--- src/rtl/sop_sweep_pkg.sv ---
// Shared types, sizing constants and the exact reference function for the SOP error sweeper.
package sop_sweep_pkg;

    localparam int IN_W_D  = 4;
    localparam int OUT_W_D = IN_W_D / 2;
    localparam int PIT_D   = 6;
    localparam int ET_D    = 1;

    // Config word layout: {use[IN_W-1:0], pol[IN_W-1:0], act[OUT_W-1:0]}
    localparam int CFG_W   = 2 * IN_W_D + OUT_W_D;
    localparam int ACT_LSB = 0;
    localparam int POL_LSB = OUT_W_D;
    localparam int USE_LSB = OUT_W_D + IN_W_D;

    typedef enum logic [1:0] {
        ST_IDLE,
        ST_SWEEP,
        ST_DRAIN,
        ST_DONE
    } state_t;

    // Wide enough for any operand width used here; callers truncate to OUT_W.
    function automatic logic [15:0] abs_diff_ref(input logic [15:0] a, input logic [15:0] b);
        return (a >= b) ? (a - b) : (b - a);
    endfunction

endpackage

--- src/rtl/sop_eval.sv ---
// Combinational evaluator for a shared-product SOP: PIT literal-mask products ORed per output.
module sop_eval
    import sop_sweep_pkg::*;
#(
    parameter int IN_W  = IN_W_D,
    parameter int OUT_W = OUT_W_D,
    parameter int PIT   = PIT_D
) (
    input  logic [PIT*(2*IN_W+OUT_W)-1:0] cfg,
    input  logic [IN_W-1:0]               vec,
    output logic [OUT_W-1:0]              approx
);

    localparam int SLOT_W = 2 * IN_W + OUT_W;

    logic [PIT-1:0]            prod;
    logic [OUT_W-1:0][PIT-1:0] act_mat;

    genvar gi, gj;
    generate
        for (gi = 0; gi < PIT; gi++) begin : g_prod
            logic [SLOT_W-1:0] word;
            logic [IN_W-1:0]   use_m;
            logic [IN_W-1:0]   pol_m;
            assign word  = cfg[gi*SLOT_W +: SLOT_W];
            assign use_m = word[OUT_W+IN_W +: IN_W];
            assign pol_m = word[OUT_W +: IN_W];
            // Unused literals contribute 1, so an empty product is constant 1.
            assign prod[gi] = &(~use_m | ~(pol_m ^ vec));
            for (gj = 0; gj < OUT_W; gj++) begin : g_act
                assign act_mat[gj][gi] = word[gj];
            end
        end
        for (gj = 0; gj < OUT_W; gj++) begin : g_out
            assign approx[gj] = |(prod & act_mat[gj]);
        end
    endgenerate

endmodule

--- src/rtl/sop_error_sweeper.sv ---
// Loads a candidate SOP config and sweeps all input vectors, reporting worst error and violations.
// Optional macro SWEEP_TRACE_EN adds first_bad_vec/first_bad_vld capture of the first violating vector.
module sop_error_sweeper
    import sop_sweep_pkg::*;
#(
    parameter int IN_W  = IN_W_D,
    parameter int OUT_W = IN_W / 2,
    parameter int PIT   = PIT_D,
    parameter int ET    = ET_D
) (
    input  logic                    clk,
    input  logic                    rst_n,
    input  logic                    cfg_valid,
    output logic                    cfg_ready,
    input  logic [2*IN_W+OUT_W-1:0] cfg_data,
    input  logic                    start,
    output logic                    busy,
    output logic                    done,
    output logic [OUT_W-1:0]        max_err,
    output logic [IN_W:0]           err_cnt,
    output logic                    pass
`ifdef SWEEP_TRACE_EN
    ,
    output logic [IN_W-1:0]         first_bad_vec,
    output logic                    first_bad_vld
`endif
);

    localparam int SLOT_W = 2 * IN_W + OUT_W;
    localparam int IDX_W  = (PIT > 1) ? $clog2(PIT) : 1;
    localparam int HW     = IN_W / 2;

    state_t            state_reg;
    logic [IDX_W-1:0]  cfg_idx_reg;
    logic              cfg_full_reg;
    logic [IN_W-1:0]   vec_reg;
    logic              drain_cnt_reg;
    logic [PIT*SLOT_W-1:0] cfg_flat;
    logic [OUT_W-1:0]  approx;
    logic              cfg_wr;
    logic              start_acc;

    logic              s1_vld_reg;
    logic [OUT_W-1:0]  s1_exact_reg;
    logic [OUT_W-1:0]  s1_approx_reg;
    logic [OUT_W-1:0]  err;
    logic              err_bad;
    logic [OUT_W-1:0]  max_err_reg;
    logic [IN_W:0]     err_cnt_reg;

    assign cfg_wr    = cfg_ready && cfg_valid;
    // Uses cfg_full before this edge, so a same-cycle final config write cannot enable start.
    assign start_acc = (state_reg == ST_IDLE) && start && cfg_full_reg;

    genvar gi;
    generate
        for (gi = 0; gi < PIT; gi++) begin : g_slot
            logic [SLOT_W-1:0] slot_reg;
            always_ff @(posedge clk or negedge rst_n) begin
                if (!rst_n)
                    slot_reg <= '0;
                else if (cfg_wr && cfg_idx_reg == IDX_W'(gi))
                    slot_reg <= cfg_data;
            end
            assign cfg_flat[gi*SLOT_W +: SLOT_W] = slot_reg;
        end
    endgenerate

    always_ff @(posedge clk or negedge rst_n) begin
        if (!rst_n) begin
            state_reg     <= ST_IDLE;
            cfg_idx_reg   <= '0;
            cfg_full_reg  <= 1'b0;
            vec_reg       <= '0;
            drain_cnt_reg <= 1'b0;
            cfg_ready     <= 1'b1;
            busy          <= 1'b0;
            done          <= 1'b0;
        end else begin
            done <= 1'b0;
            case (state_reg)
                ST_IDLE: begin
                    if (cfg_wr) begin
                        if (cfg_idx_reg == IDX_W'(PIT - 1)) begin
                            cfg_idx_reg  <= '0;
                            cfg_full_reg <= 1'b1;
                        end else begin
                            cfg_idx_reg <= cfg_idx_reg + 1'b1;
                        end
                    end
                    if (start_acc) begin
                        state_reg <= ST_SWEEP;
                        vec_reg   <= '0;
                        cfg_ready <= 1'b0;
                        busy      <= 1'b1;
                    end
                end
                ST_SWEEP: begin
                    vec_reg <= vec_reg + 1'b1;
                    if (vec_reg == '1) begin
                        state_reg     <= ST_DRAIN;
                        drain_cnt_reg <= 1'b0;
                    end
                end
                ST_DRAIN: begin
                    drain_cnt_reg <= 1'b1;
                    if (drain_cnt_reg) begin
                        state_reg <= ST_DONE;
                        busy      <= 1'b0;
                    end
                end
                default: begin
                    done      <= 1'b1;
                    cfg_ready <= 1'b1;
                    state_reg <= ST_IDLE;
                end
            endcase
        end
    end

    sop_eval #(
        .IN_W  (IN_W),
        .OUT_W (OUT_W),
        .PIT   (PIT)
    ) u_eval (
        .cfg    (cfg_flat),
        .vec    (vec_reg),
        .approx (approx)
    );

    assign err     = (s1_exact_reg >= s1_approx_reg) ? (s1_exact_reg - s1_approx_reg)
                                                     : (s1_approx_reg - s1_exact_reg);
    assign err_bad = s1_vld_reg && (int'(err) > ET);

    always_ff @(posedge clk or negedge rst_n) begin
        if (!rst_n) begin
            s1_vld_reg    <= 1'b0;
            s1_exact_reg  <= '0;
            s1_approx_reg <= '0;
            max_err_reg   <= '0;
            err_cnt_reg   <= '0;
        end else begin
            s1_vld_reg    <= (state_reg == ST_SWEEP);
            s1_exact_reg  <= OUT_W'(abs_diff_ref(16'(vec_reg[HW-1:0]), 16'(vec_reg[IN_W-1:HW])));
            s1_approx_reg <= approx;
            if (start_acc) begin
                max_err_reg <= '0;
                err_cnt_reg <= '0;
            end else if (s1_vld_reg) begin
                if (err > max_err_reg)
                    max_err_reg <= err;
                if (err_bad)
                    err_cnt_reg <= err_cnt_reg + 1'b1;
            end
        end
    end

    assign max_err = max_err_reg;
    assign err_cnt = err_cnt_reg;
    assign pass    = (int'(max_err_reg) <= ET);

`ifdef SWEEP_TRACE_EN
    logic [IN_W-1:0] s1_vec_reg;
    logic [IN_W-1:0] first_bad_vec_reg;
    logic            first_bad_vld_reg;

    always_ff @(posedge clk or negedge rst_n) begin
        if (!rst_n) begin
            s1_vec_reg        <= '0;
            first_bad_vec_reg <= '0;
            first_bad_vld_reg <= 1'b0;
        end else begin
            s1_vec_reg <= vec_reg;
            if (start_acc) begin
                first_bad_vec_reg <= '0;
                first_bad_vld_reg <= 1'b0;
            end else if (err_bad && !first_bad_vld_reg) begin
                first_bad_vec_reg <= s1_vec_reg;
                first_bad_vld_reg <= 1'b1;
            end
        end
    end

    assign first_bad_vec = first_bad_vec_reg;
    assign first_bad_vld = first_bad_vld_reg;
`endif

endmodule
--- config.mk ---
export PLATFORM = sky130hd
export DESIGN_NAME = sop_error_sweeper
export DESIGN_NICKNAME = d
export VERILOG_FILES = /design/src/rtl/sop_sweep_pkg.sv /design/src/rtl/sop_eval.sv /design/src/rtl/sop_error_sweeper.sv
export SDC_FILE = /design/constraint.sdc
export NUM_CORES = 1
export LEC_CHECK = 0
export ABC_AREA = 1
export ABC_CLOCK_PERIOD_IN_PS = 4400
export CORE_MARGIN = 2
export CORE_UTILIZATION = 45
export DETAILED_ROUTE_END_ITERATION = 12
export PLACE_DENSITY_LB_ADDON = 0.3
export SYNTH_ARGS = -nofsm -noshare
export SYNTH_HDL_FRONTEND = slang
export SYNTH_SLANG_ARGS = --single-unit
--- constraint.sdc ---
create_clock -name clk -period 4.4 [get_ports clk]
set_input_delay 0.88 -clock clk [delete_from_list [all_inputs] [get_ports clk]]
set_output_delay 0.88 -clock clk [all_outputs]
set_load 0.01 [all_outputs]
Word-level counts from Yosys, hierarchy flattened
Cells that the tools add are included.
{"block": "totals", "register_bits": 86, "latchBits": 0, "mem_bits_rw": 0, "mem_bits_ro": 0, "inputBits": 14, "word_cells": 129, "memories": 0}
{"block": "classes", "n_addsub": 7, "multipliers": 0, "div": 0, "n_lt_le_gt_ge": 5, "eq_ne": 11, "shifts": 0, "mux": 23, "bitwise_logic": 27, "n_reduce_logical": 37}
{"cell": "$not A4 Y4", "count": 12}
{"cell": "$or A4 B4 Y4", "count": 6}
{"cell": "$reduce_and A4 Y1", "count": 6}
{"cell": "$xor A4 B4 Y4", "count": 6}
{"cell": "$mux W2", "count": 8}
{"cell": "$mux W5", "count": 3}
{"cell": "$and A6 B6 Y6", "count": 2}
{"cell": "$reduce_and A2 Y1", "count": 6}
{"cell": "$reduce_bool A2 Y1", "count": 6}
{"cell": "$reduce_or A6 Y1", "count": 2}
{"cell": "$logic_and A1 B1 Y1", "count": 10}
{"cell": "$reduce_and A3 Y1", "count": 3}
{"cell": "$pmux W4 S2", "count": 1}
{"cell": "$sub A2 B2 Y2", "count": 4}
{"cell": "$eq A3 B2 Y1 const B", "count": 2}
{"cell": "$eq A3 B3 Y1 const B", "count": 2}
{"cell": "$ne A2 B2 Y1 const B", "count": 3}
{"cell": "$pmux W1 S2", "count": 3}
{"cell": "$pmux W2 S3", "count": 1}
{"cell": "$add A5 B1 Y5 const B", "count": 1}
{"cell": "$mux W1", "count": 5}
{"cell": "$add A4 B1 Y4 const B", "count": 1}
{"cell": "$eq A4 B4 Y1 const B", "count": 1}
{"cell": "$ge A2 B2 Y1", "count": 2}
{"cell": "other kinds (14)", "count": 14}

Depth between registers and ports, before layout
Gate-level depths: netlist (run 1).
{"block": "depth", "word_depth": 7, "depth_mapped": 14, "ltp_nobuf": 14}

Modules after synthesis
A second synthesis (run 1) with hierarchy kept.
{"block": "unflattened", "cells_unflattened": 520, "hier_area_um2": 4182.8}
{"module": "sop_error_sweeper", "instances": 1, "cells_per_inst": 383, "area_per_inst_um2": 3606.0, "seq_area_each_um2": 2153.3}
{"module": "sop_eval", "instances": 1, "cells_per_inst": 137, "area_per_inst_um2": 576.8, "seq_area_each_um2": 0.0}

Worst setup path before layout (run 1)
Ideal clock, no wire load.
{"block": "synth_timing", "path_type": "reg-to-reg", "startpoint": "register s1_exact_reg[0]", "endpoint": "register max_err_reg[0], in the netlist max_err[0]", "setup_ns": 0.071, "t_arrival_ns": 2.098, "required_time_ns": 4.329, "slack_ns": 2.230, "path_stages_with_launch": 14, "path_buffers": 0, "path_cell_list": "dfrtp_1 > inv_1 > ha_1 > fa_1 > a21boi_1 > o21ai_2 > ha_1 > inv_1 > nor2_1 > o211ai_1 > nand2_1 > o21ai_0 > inv_1 > nor2_1"}
{"block": "synth_between", "elab_chain_len": 5}
{"item": "start: declaration", "line_no": "sop_error_sweeper.sv:44", "source": "logic [OUT_W-1:0] s1_exact_reg;"}
{"item": "start signal: assignment", "line_no": "sop_error_sweeper.sv:144", "source": "s1_exact_reg <= OUT_W'(abs_diff_ref(16'(vec_reg[HW-1:0]), 16'(vec_reg[IN_W-1:HW])));"}
{"item": "$sub A2 B2 Y2, or another cell as far along", "line_no": "sop_error_sweeper.sv:132", "source": ": (s1_approx_reg - s1_exact_reg);"}
{"item": "$mux W2 *", "line_no": "sop_error_sweeper.sv:131", "source": "assign err = (s1_exact_reg >= s1_approx_reg) ? (s1_exact_reg - s1_approx_reg)"}
{"item": "$gt A2 B2 Y1 / $mux W2 (equally long branches)", "line_no": "sop_error_sweeper.sv:150", "source": "if (err > max_err_reg)"}
{"item": "$reduce_bool A2 Y1 (no source line) / $mux W2 (equally long branches)"}
{"item": "$reduce_and A2 Y1 (no source line) / $mux W2 (equally long branches)"}
{"item": "end signal: assignment", "line_no": "sop_error_sweeper.sv:151", "source": "max_err_reg <= err;"}
{"item": "end: declaration", "line_no": "sop_error_sweeper.sv:48", "source": "logic [OUT_W-1:0] max_err_reg;"}
Mark *: on every way between the ends. The rest lies on a longest branch, timed or not. The select of a mux whose other input is x is not followed.
A chain may end at the register's enable or synchronous reset.

Worst setup path in the final report (run 1)
Ends and elaborated chain as after synthesis.

==> key figures, run 1 <==
Place
  • DP Area: 4492 µm²
  • Post-DP HPWL: 5.705 mm
  • Routability Congestion: 0.8449
  • Port buffer count: 24

Logic synthesis
  • Synth top area share: 50.76%
  • Post-synth net total: 536
  • Register area share after synthesis: 51.39%
  • Synthesized area: 4190 µm²
  • Mapped Cells: 505
  • Syn. warnings: 0
  • Area leader, netlist: dfrtp_1
  • Syn avg cell area: 8.298 µm²
  • Seq cells post-synth: 86
  • Post-synthesis cell type count: 32
  • Synth area leaders: dfrtp_1, nand2_1, o21ai_0, inv_1, ha_1

Global route
  • M2 GR Usage: 28.55%
  • GRT Util Overall: 17.79%
  • Grt ovf: 0
  • Met3 GRT Util: 3.190%
  • Global-route wire length before repair: 14.11 mm
  • Antenna violations before repair: 0
  • Gr busiest metal: met2
  • Met1 usage: 24.35%
  • Vias in the first global route: 3007
  • Largest net degree at the start of global routing: 87

CTS
  • Worst-case clock buffer depth: 2
  • Worst-Skew Late Latency: 350 ps
  • H-Tree Depth: 3
  • CTS hold repair buffers: 0
  • Clock transition time at the flip-flop clock pins of the worst setup and hold paths: 90 ps
  • TritonCTS clock tree: built
  • Post-CTS setup buffers: 0
  • # resized after CTS: 0
  • Inserted Clock Buffers: 9
  • Clk sinks: 86
  • Root buffer cell: clkbuf_8

Floorplan
  • Core Region: 9153 µm²
  • DIE WIDTH: 100.5 µm
  • Initial core utilization: 45.78%
  • Ports: 25
  • DIE AREA: 10100 µm²
  • Standard-cell rows: 35
  • Die H: 100.5 µm

Route
  • Vias/cell: 4.952
  • DR DRC count: 0
  • WL/cell: 12.76 µm
  • Final ANT Viol Nets: 0
  • Drt total wl: 8.176 mm
  • DR vias: 3174
  • Pre-antenna DRT Iters: 5
  • Iter 0 DRT Violations: 167

Layout
  • N_diodes: 0
  • Max reg flops: 60
  • Finished Cell Area: 4725 µm²
  • Nets@finish: 556
  • Area growth, synth to finish: 12.75%
  • Layout cell share with drive strength beyond 1: 7.358%
  • Fillers: 854

Timing
  • Max Transition Viols Final: 0
  • Final hold violations: 0
  • Minimum clock period: 2416 ps
  • Clk_skew: 10.05 ps
  • Setup TNS: 0 ps
  • Final count of negative-setup-slack endpoints: 0
  • Slew margin rel.: 28.60%
  • Unrepaired setup endpoints after global routing: false
  • Fin crit share: 54.92%
  • Achievable Freq: 413.8 MHz
  • Worst-Margin Slew: 1071 ps

Setup path
  • Worst setup EP type: flip-flop
  • CP max FO: 6
  • Crit-path max cell delay: 350 ps
  • CP required: 4690 ps
  • Buf+Inv Stages, Crit Path: 3
  • Critical path arrival: 2710 ps
  • Delay-heaviest family, CP: adder cells
  • Most used cell, CP: inv_1
  • Critical path's slowest cell: dfrtp_1
  • Setup crit start kind: flip-flop
  • Worst Path Class, Setup: flip-flop to flip-flop
  • Cell chain of the critical path: inv_1 -> ha_1 -> fa_1 -> a21boi_1 -> o21ai_2 -> ha_1 -> inv_1 -> nor2_1 -> o211ai_1 -> nand2_1 -> o21ai_0 -> inv_1 -> nor2_1

Worst hold path
  • Hold Path Class: flip-flop to flip-flop

Job
  • Max-cap violations: 0

Run status
  • Status: finished, final reports clean

Power
  • Pleak: 2.355 nW
  • Peak VDD IR: 0.2526 mV
  • Pwr Density: 745.6 nW/µm²
==> power by group <==
part	switching, mW	leakage, nW	internal [mW]
logic	0.853	1.17	0.589
clock network	0.277	0.116	0.351
registers	0.298	1.07	1.16
==> layer usage <==
metal / wire, µm / vias to the layer above
met3: 294 / 10
li1: - / 1644
met5: 0 / -
met1: 3975 / 1465
met4: 126 / 0
met2: 3780 / 55
==> cell families (layout without fill, tap and decap cells) <==
logic type               count (synthesis)  in the layout  share of synthesized area [%]
AND/OR/NAND/NOR                        240            240                          23.95
flip-flops                              86             86                          51.39
AO/OA/AOI/OAI                           83             83                          10.99
buffers and inverters                   73             98                          6.987
adder cells (fa/ha/maj)                 17             17                          5.434
XOR/XNOR                                 6              6                          1.254
==> worst reg2reg max path, stage by stage, from the launching register on <==
cell and delay [ps]:
dfrtp_1 350, inv_1 50, ha_1 200, fa_1 340, a21boi_1 150, o21ai_2 280
ha_1 310, inv_1 60, nor2_1 40, o211ai_1 270, nand2_1 90, o21ai_0 90
inv_1 60, nor2_1 90
==> placed cells by master (no fill, tap or decap) <==
| cell type | n |
|---|---|
| clkinv_4 | 1 |
| o211ai_1 | 1 |
| or2_2 | 1 |
| o21ai_2 | 9 |
| o21ai_1 | 3 |
| nor2_1 | 45 |
| nor2_4 | 2 |
| nand2_2 | 4 |
| dfstp_2 | 1 |
| nand3b_1 | 2 |
| xnor2_1 | 1 |
| nand2_1 | 142 |
| nand2_4 | 1 |
| a21boi_1 | 1 |
| o21ai_0 | 58 |
| clkdlybuf4s50_1 | 23 |
| clkinv_2 | 1 |
| xor2_1 | 5 |
| inv_2 | 4 |
| ha_1 | 15 |
| bufinv_16 | 2 |
| o21bai_1 | 1 |
| dfrtp_1 | 85 |
| a21oi_1 | 7 |
| clkinvlp_4 | 1 |
| a31oi_1 | 1 |
| fa_1 | 2 |
| buf_4 | 1 |
| nor3_1 | 1 |
| clkbuf_8 | 11 |
| nand4_1 | 5 |
| nand3_1 | 37 |
| inv_1 | 54 |
| o22ai_1 | 2 |
==> metrics by stage <==
step	util, %	hold WS [ps]	worst slack [ps]	instances	total power, mW
after floorplan	-	443.9	2230	505	2.507
after global placement	49.08	465.0	1867	625	2.845
after detailed placement	49.08	466.9	1785	625	2.918
after CTS	51.62	491.3	1974	641	3.559
after global routing	51.62	510.8	1830	641	3.877
final	51.62	484.1	1984	641	3.523
==> synthesized netlist by cell type <==
cell type,n
buf_4,1
inv_2,4
buf_6,1
xnor2_1,1
nand2_4,1
o21ai_2,9
nand3b_1,2
nor2_4,2
nor2_1,45
dfstp_2,1
inv_1,54
a21boi_1,1
nor3_1,1
o211ai_1,1
xor2_1,5
o21ai_1,3
nand3_1,37
o21ai_0,58
a21oi_1,7
or2_2,1
a31oi_1,1
o22ai_1,2
ha_1,15
dfrtp_1,85
nand2_1,142
buf_2,5
o21bai_1,1
nand2_2,4
clkbuf_2,1
clkbuf_1,7
fa_1,2
nand4_1,5
==> area by class of cell <==
class	count	area, µm²	area share [%]
tap	111	138.9	2.940
clock inverter	5	81.33	1.721
inverter	58	217.7	4.608
clock buffer	11	151.4	3.204
multi-input combinational	346	1744	36.92
sequential	86	2153	45.58
timing repair buffer	24	237.7	5.032
==> worst paths after layout <==
path	startpoint	to	slack (ps)	cells after the start
max	s1_exact_reg[0]	max_err[0]	1980	13
min	cfg_full_reg	cfg_full_reg	480	1
max reg2reg	s1_exact_reg[0]	max_err[0]	1980	13
min reg2reg	cfg_full_reg	cfg_full_reg	480	1
max in group asynchronous	rst_n	g_slot[1].slot_reg[1]	3000	1
min in group asynchronous	rst_n	err_cnt[4]	710	1
No activity file was read; power rests on OpenSTA's default activity.
==> run 2: changes to the inputs <==
- ABC_CLOCK_PERIOD_IN_PS: 4400 -> 2300
- clock period: 4.4 -> 2.3 ns (I/O delays scaled with it)
==> run 2 against run 1 <==
  * Critical path depth decreased by 2
  * Sequential power increased by 90%
  * Utilization increased by 0.77 points
  * Hold slack got worse by 400 ps
  * Die area unchanged
  * Final cell count increased by 1.6%
  * Flip-flop and latch count unchanged
  * Non-clock buffer count increased by 10
  * Fmax increased by 10%
  * Largest power group is now combinational cells
==> key figures, run 2 (synthesis results as in run 1) <==
Run status
  • Status: finished, final reports clean

Job
  • Max-cap violations: 0

Power
  • Pleak: 2.390 nW
  • Peak VDD IR: 0.4770 mV
  • Pwr Density: 1417 nW/µm²

Place
  • DP Area: 4557 µm²
  • Routability Congestion: 0.7888
  • Port buffer count: 24
  • Post-DP HPWL: 5.740 mm

Worst hold path
  • Hold Path Class: primary input to asynchronous set/reset pin

Setup path
  • CP required: 2540 ps
  • CP max FO: 4
  • Worst setup EP type: flip-flop
  • Setup crit start kind: flip-flop
  • Worst Path Class, Setup: flip-flop to flip-flop
  • Critical path arrival: 2430 ps

Layout
  • Layout cell share with drive strength beyond 1: 9.815%
  • Leading cell type in the layout, fill and taps excluded: nand2_1
  • Finished Cell Area: 4795 µm²
  • Max reg flops: 60
  • Most frequent cells in the layout: nand2_1, dfrtp_1, o21ai_0
  • Area growth, synth to finish: 14.42%
  • Nets@finish: 566
  • N_diodes: 0

Route
  • Pre-antenna DRT Iters: 4
  • Final ANT Viol Nets: 0
  • DR DRC count: 0
  • Iter 0 DRT Violations: 175
  • WL/cell: 12.25 µm
  • DR vias: 3237
  • Vias/cell: 4.972
  • Drt total wl: 7.975 mm

Timing
  • Setup TNS: 0 ps
  • Clk_skew: 9.182 ps
  • Max Transition Viols Final: 0
  • Fin crit share: 95.29%
  • Final hold slack: 86.02 ps
  • Worst-Margin Slew: 567.4 ps
  • Unrepaired setup endpoints after global routing: true
  • Slew margin rel.: 62.08%
  • Minimum clock period: 2192 ps
  • Achievable Freq: 456.3 MHz
  • Final count of negative-setup-slack endpoints: 0
  • Final hold violations: 0

Floorplan
  • DIE WIDTH: 100.5 µm
  • Initial core utilization: 45.78%
  • Ports: 25
  • Core Region: 9153 µm²
  • Standard-cell rows: 35
  • Die H: 100.5 µm
  • DIE AREA: 10100 µm²

CTS
  • Worst-case clock buffer depth: 2
  • Clk sinks: 86
  • Clock transition time at the flip-flop clock pins of the worst setup and hold paths: 90 ps
  • H-Tree Depth: 3
  • Worst-Skew Late Latency: 350 ps
  • TritonCTS clock tree: built
  • Root buffer cell: clkbuf_8
  • Inserted Clock Buffers: 9

Global route
  • Largest net degree at the start of global routing: 48
  • Grt ovf: 0
  • Global-route wire length before repair: 13.90 mm
  • GRT Util Overall: 17.37%
  • Antenna violations before repair: 0
  • Vias in the first global route: 2985
[run 2: power by group]
part / switching (mW) / internal, mW
clock network: 0.553 / 0.506
logic: 1.68 / 1.31
registers: 0.536 / 2.21
[run 2: layout make-up]
class                           instances  area, µm²
Multi-Input combinational cell        346       1763
Clock buffer                            9      123.9
Timing Repair Buffer                   34      325.3
Inverter                               58      217.7
Fill cell                             837       4358
Sequential cell                        86       2153
Tap cell                              111      138.9
Clock inverter                          7      72.57
[run 2: critical path, stage by stage, from the launching register on]
cell and delay, ps:
dfrtp_1 350, inv_1 50, ha_2 180, fa_2 530
o21ai_2 70, ha_1 300, buf_4 130, nand2_1 50
o211ai_1 130, buf_4 170, nor2_1 90, nor2_1 50
[run 2: worst paths after layout]
check,startpoint,to,slack [ps],depth (start not counted)
worst max-delay path,s1_exact_reg[0],max_err[1],110,11
worst min-delay path,rst_n,err_cnt[3],90,1
worst max register to register,s1_exact_reg[0],max_err[1],110,11
worst min register to register,g_slot[1].slot_reg[0],g_slot[1].slot_reg[0],490,2
max in group asynchronous,rst_n,g_slot[3].slot_reg[1],1570,2
min in group clk,g_slot[1].slot_reg[0],g_slot[1].slot_reg[0],490,2
[run 2: metal layers]
layer	GRT usage [%]	routed length, µm	share of wire [%]	vias to the layer above
met4	6.217	126	1.6	0
li1	-	-	-	1669
met5	0	0	0	-
met3	3.190	216	2.7	13
met2	28.76	3820	48	45
met1	22.98	3812	48	1510
[run 2: through the flow]
stage / power, mW / util [%] / cells / worst slack [ps]
floorplan: 4.795 / - / 505 / 130.3
global placement: 5.495 / 49.79 / 632 / 153.5
detailed placement: 5.637 / 49.79 / 632 / 53.62
CTS: 6.708 / 51.93 / 648 / 33.37
global route: 7.497 / 52.39 / 651 / -71.12
finish: 6.795 / 52.39 / 651 / 108.4
[run 2: timing repair]
item	4_1_cts	5_1_grt
gates resized for setup	0	5
setup endpoints to repair	0	2
setup buffers	0	3
hold buffers	0	0
==> run 3: changes to the inputs <==
- RECOVER_POWER: unset -> 50
==> run 3 against run 2 <==
  * Fmax increased by 0.22%
  * Global-route usage unchanged
  * Register-to-register slack about the same
  * Non-clock buffer count unchanged
  * Via count decreased by 0.77%
  * Clock power about the same
  * Worst setup slack improved by 4.7 ps
  * Final cell count unchanged
  * Utilization decreased by 0.36 points
  * Sequential power about the same
  * Clock-buffer cell count unchanged
  * Critical endpoint unchanged
  * Highest routed layer unchanged
==> key figures, run 3 (synthesis results as in run 1) <==
Power
  • Comb pwr share: 43.8%
  • Tot Pwr: 6.773 mW
  • Pint: 4.014 mW
  • Net Sw Frac: 40.74%
  • Sequential Power Share: 40.5%
  • Peak VDD IR: 0.4762 mV
  • Clock group share of total power: 15.7%
  • Pwr Density: 1422 nW/µm²
  • Pleak: 2.382 nW
  • Switch Pwr: 2.759 mW

Global route
  • Global-route wire length before repair: 13.90 mm
  • Largest net degree at the start of global routing: 48
  • Grt ovf: 0
  • GRT Util Overall: 17.37%
  • Vias in the first global route: 2985
  • Antenna violations before repair: 0

Setup path
  • Critical path arrival: 2430 ps
  • CP required: 2550 ps
  • Worst setup EP type: flip-flop
  • Setup crit start kind: flip-flop
  • Worst Path Class, Setup: flip-flop to flip-flop
  • CP max FO: 4

Place
  • Placed Instances: 632
  • Routability Congestion: 0.7888
  • Post-DP HPWL: 5.740 mm
  • Port buffer count: 24

Route
  • WL/cell: 12.25 µm
  • Pre-antenna DRT Iters: 4
  • Iter 0 DRT Violations: 177
  • Final ANT Viol Nets: 0
  • Vias/cell: 4.934
  • DR DRC count: 0
  • DR vias: 3212
  • Drt total wl: 7.978 mm

Layout
  • Nets@finish: 566
  • Leading cell type in the layout, fill and taps excluded: nand2_1
  • Layout cell share with drive strength beyond 1: 9.444%
  • Most frequent cells in the layout: nand2_1, dfrtp_1, o21ai_0
  • Area growth, synth to finish: 13.65%
  • Fillers: 844
  • Max reg flops: 60
  • N_diodes: 0
  • Final std cells w/o fill: 651
  • Register area: 2153 µm²
  • Multi-input logic area: 1748 µm²

Job
  • Max-cap violations: 0

CTS
  • Root buffer cell: clkbuf_8
  • Clk sinks: 86
  • CTS hold repair buffers: 0
  • Worst-case clock buffer depth: 2
  • TritonCTS clock tree: built
  • Inserted Clock Buffers: 9
  • Clock transition time at the flip-flop clock pins of the worst setup and hold paths: 90 ps
  • H-Tree Depth: 3
  • Worst-Skew Late Latency: 350 ps

Floorplan
  • Die H: 100.5 µm
  • Initial core utilization: 45.78%
  • DIE WIDTH: 100.5 µm
  • DIE AREA: 10100 µm²
  • Ports: 25
  • Core Region: 9153 µm²
  • Standard-cell rows: 35

Timing
  • Final count of negative-setup-slack endpoints: 0
  • Worst-Margin Slew: 1019 ps
  • Achievable Freq: 457.3 MHz
  • Slew margin rel.: 32.08%
  • Setup TNS: 0 ps
  • Unrepaired setup endpoints after global routing: true
  • Final hold violations: 0
  • Clk_skew: 9.009 ps
  • Fin crit share: 95.08%
  • Minimum clock period: 2187 ps
  • Max Transition Viols Final: 0

Run status
  • Status: finished, final reports clean

Worst hold path
  • Hold Path Class: primary input to asynchronous set/reset pin
## run 3: changes by cell type in the layout (fill, tap and decap cells not counted)
cell and change:
nor2_1 +2, buf_2 +1, nor2_4 -2, buf_4 -1, buf_12 -1, clkbuf_2 +1
## run 3: stage by stage
stage | cell area (µm²) | setup slack [ps] | util (%) | hold slack, ps
floorplan | 4190 | 130.3 | - | 164.4
global placement | 4557 | 153.5 | 49.79 | 465.4
detailed placement | 4557 | 53.62 | 49.79 | 473.2
CTS | 4753 | 33.37 | 51.93 | 104.5
global route | 4762 | -71.12 | 52.03 | 335.4
finish | 4762 | 113.1 | 52.03 | 271.6
## run 3: power by group through the flow
stage               clock network (mW)  registers, mW  logic (mW)
finish                            1.06           2.74        2.97
global route                      1.16           2.84        3.47
CTS                               1.09           2.74        2.88
detailed placement                   0           2.77        2.86
global placement                     0           2.74        2.76
floorplan                            0           2.66        2.14
## run 3: worst paths after layout
path	from	to	slack, ps	depth (start not counted)
max	s1_exact_reg[0]	max_err[1]	110	11
min	rst_n	done	270	1
max reg2reg	s1_exact_reg[0]	max_err[1]	110	11
min reg2reg	g_slot[1].slot_reg[0]	g_slot[1].slot_reg[0]	490	2
max in group asynchronous	rst_n	g_slot[0].slot_reg[1]	450	2
min in group clk	g_slot[1].slot_reg[0]	g_slot[1].slot_reg[0]	490	2
## run 3: worst max-delay path, stage by stage, from the launching register on
cell	delay, ps
dfrtp_1	380
inv_1	60
ha_2	170
fa_2	430
o21ai_2	170
ha_1	260
buf_4	130
nand2_1	50
o211ai_1	130
buf_4	170
nor2_1	90
nor2_1	50
## run 3: timing repair
item / in CTS / in global routing
buffers inserted: 0 / 3
endpoints found under the setup margin: 0 / 2
gates resized for setup: 0 / 5
## run 3: area by class of cell
class                           instances  area share [%]
Clock buffer                            9           2.601
Clock inverter                          7           1.524
Inverter                               58           4.572
Multi-Input combinational cell        346           36.71
Sequential cell                        86           45.22
Tap cell                              111           2.916
Timing Repair Buffer                   34           6.463
## run 3: routing by layer
layer  routed length (µm)  track usage, %  vias to the layer above
li1                     -               -                     1667
met1                 3790           22.98                     1484
met2                 3843           28.76                       53
met3                  254           3.190                        8
met4                   90           6.217                        0
met5                    0               0                        -
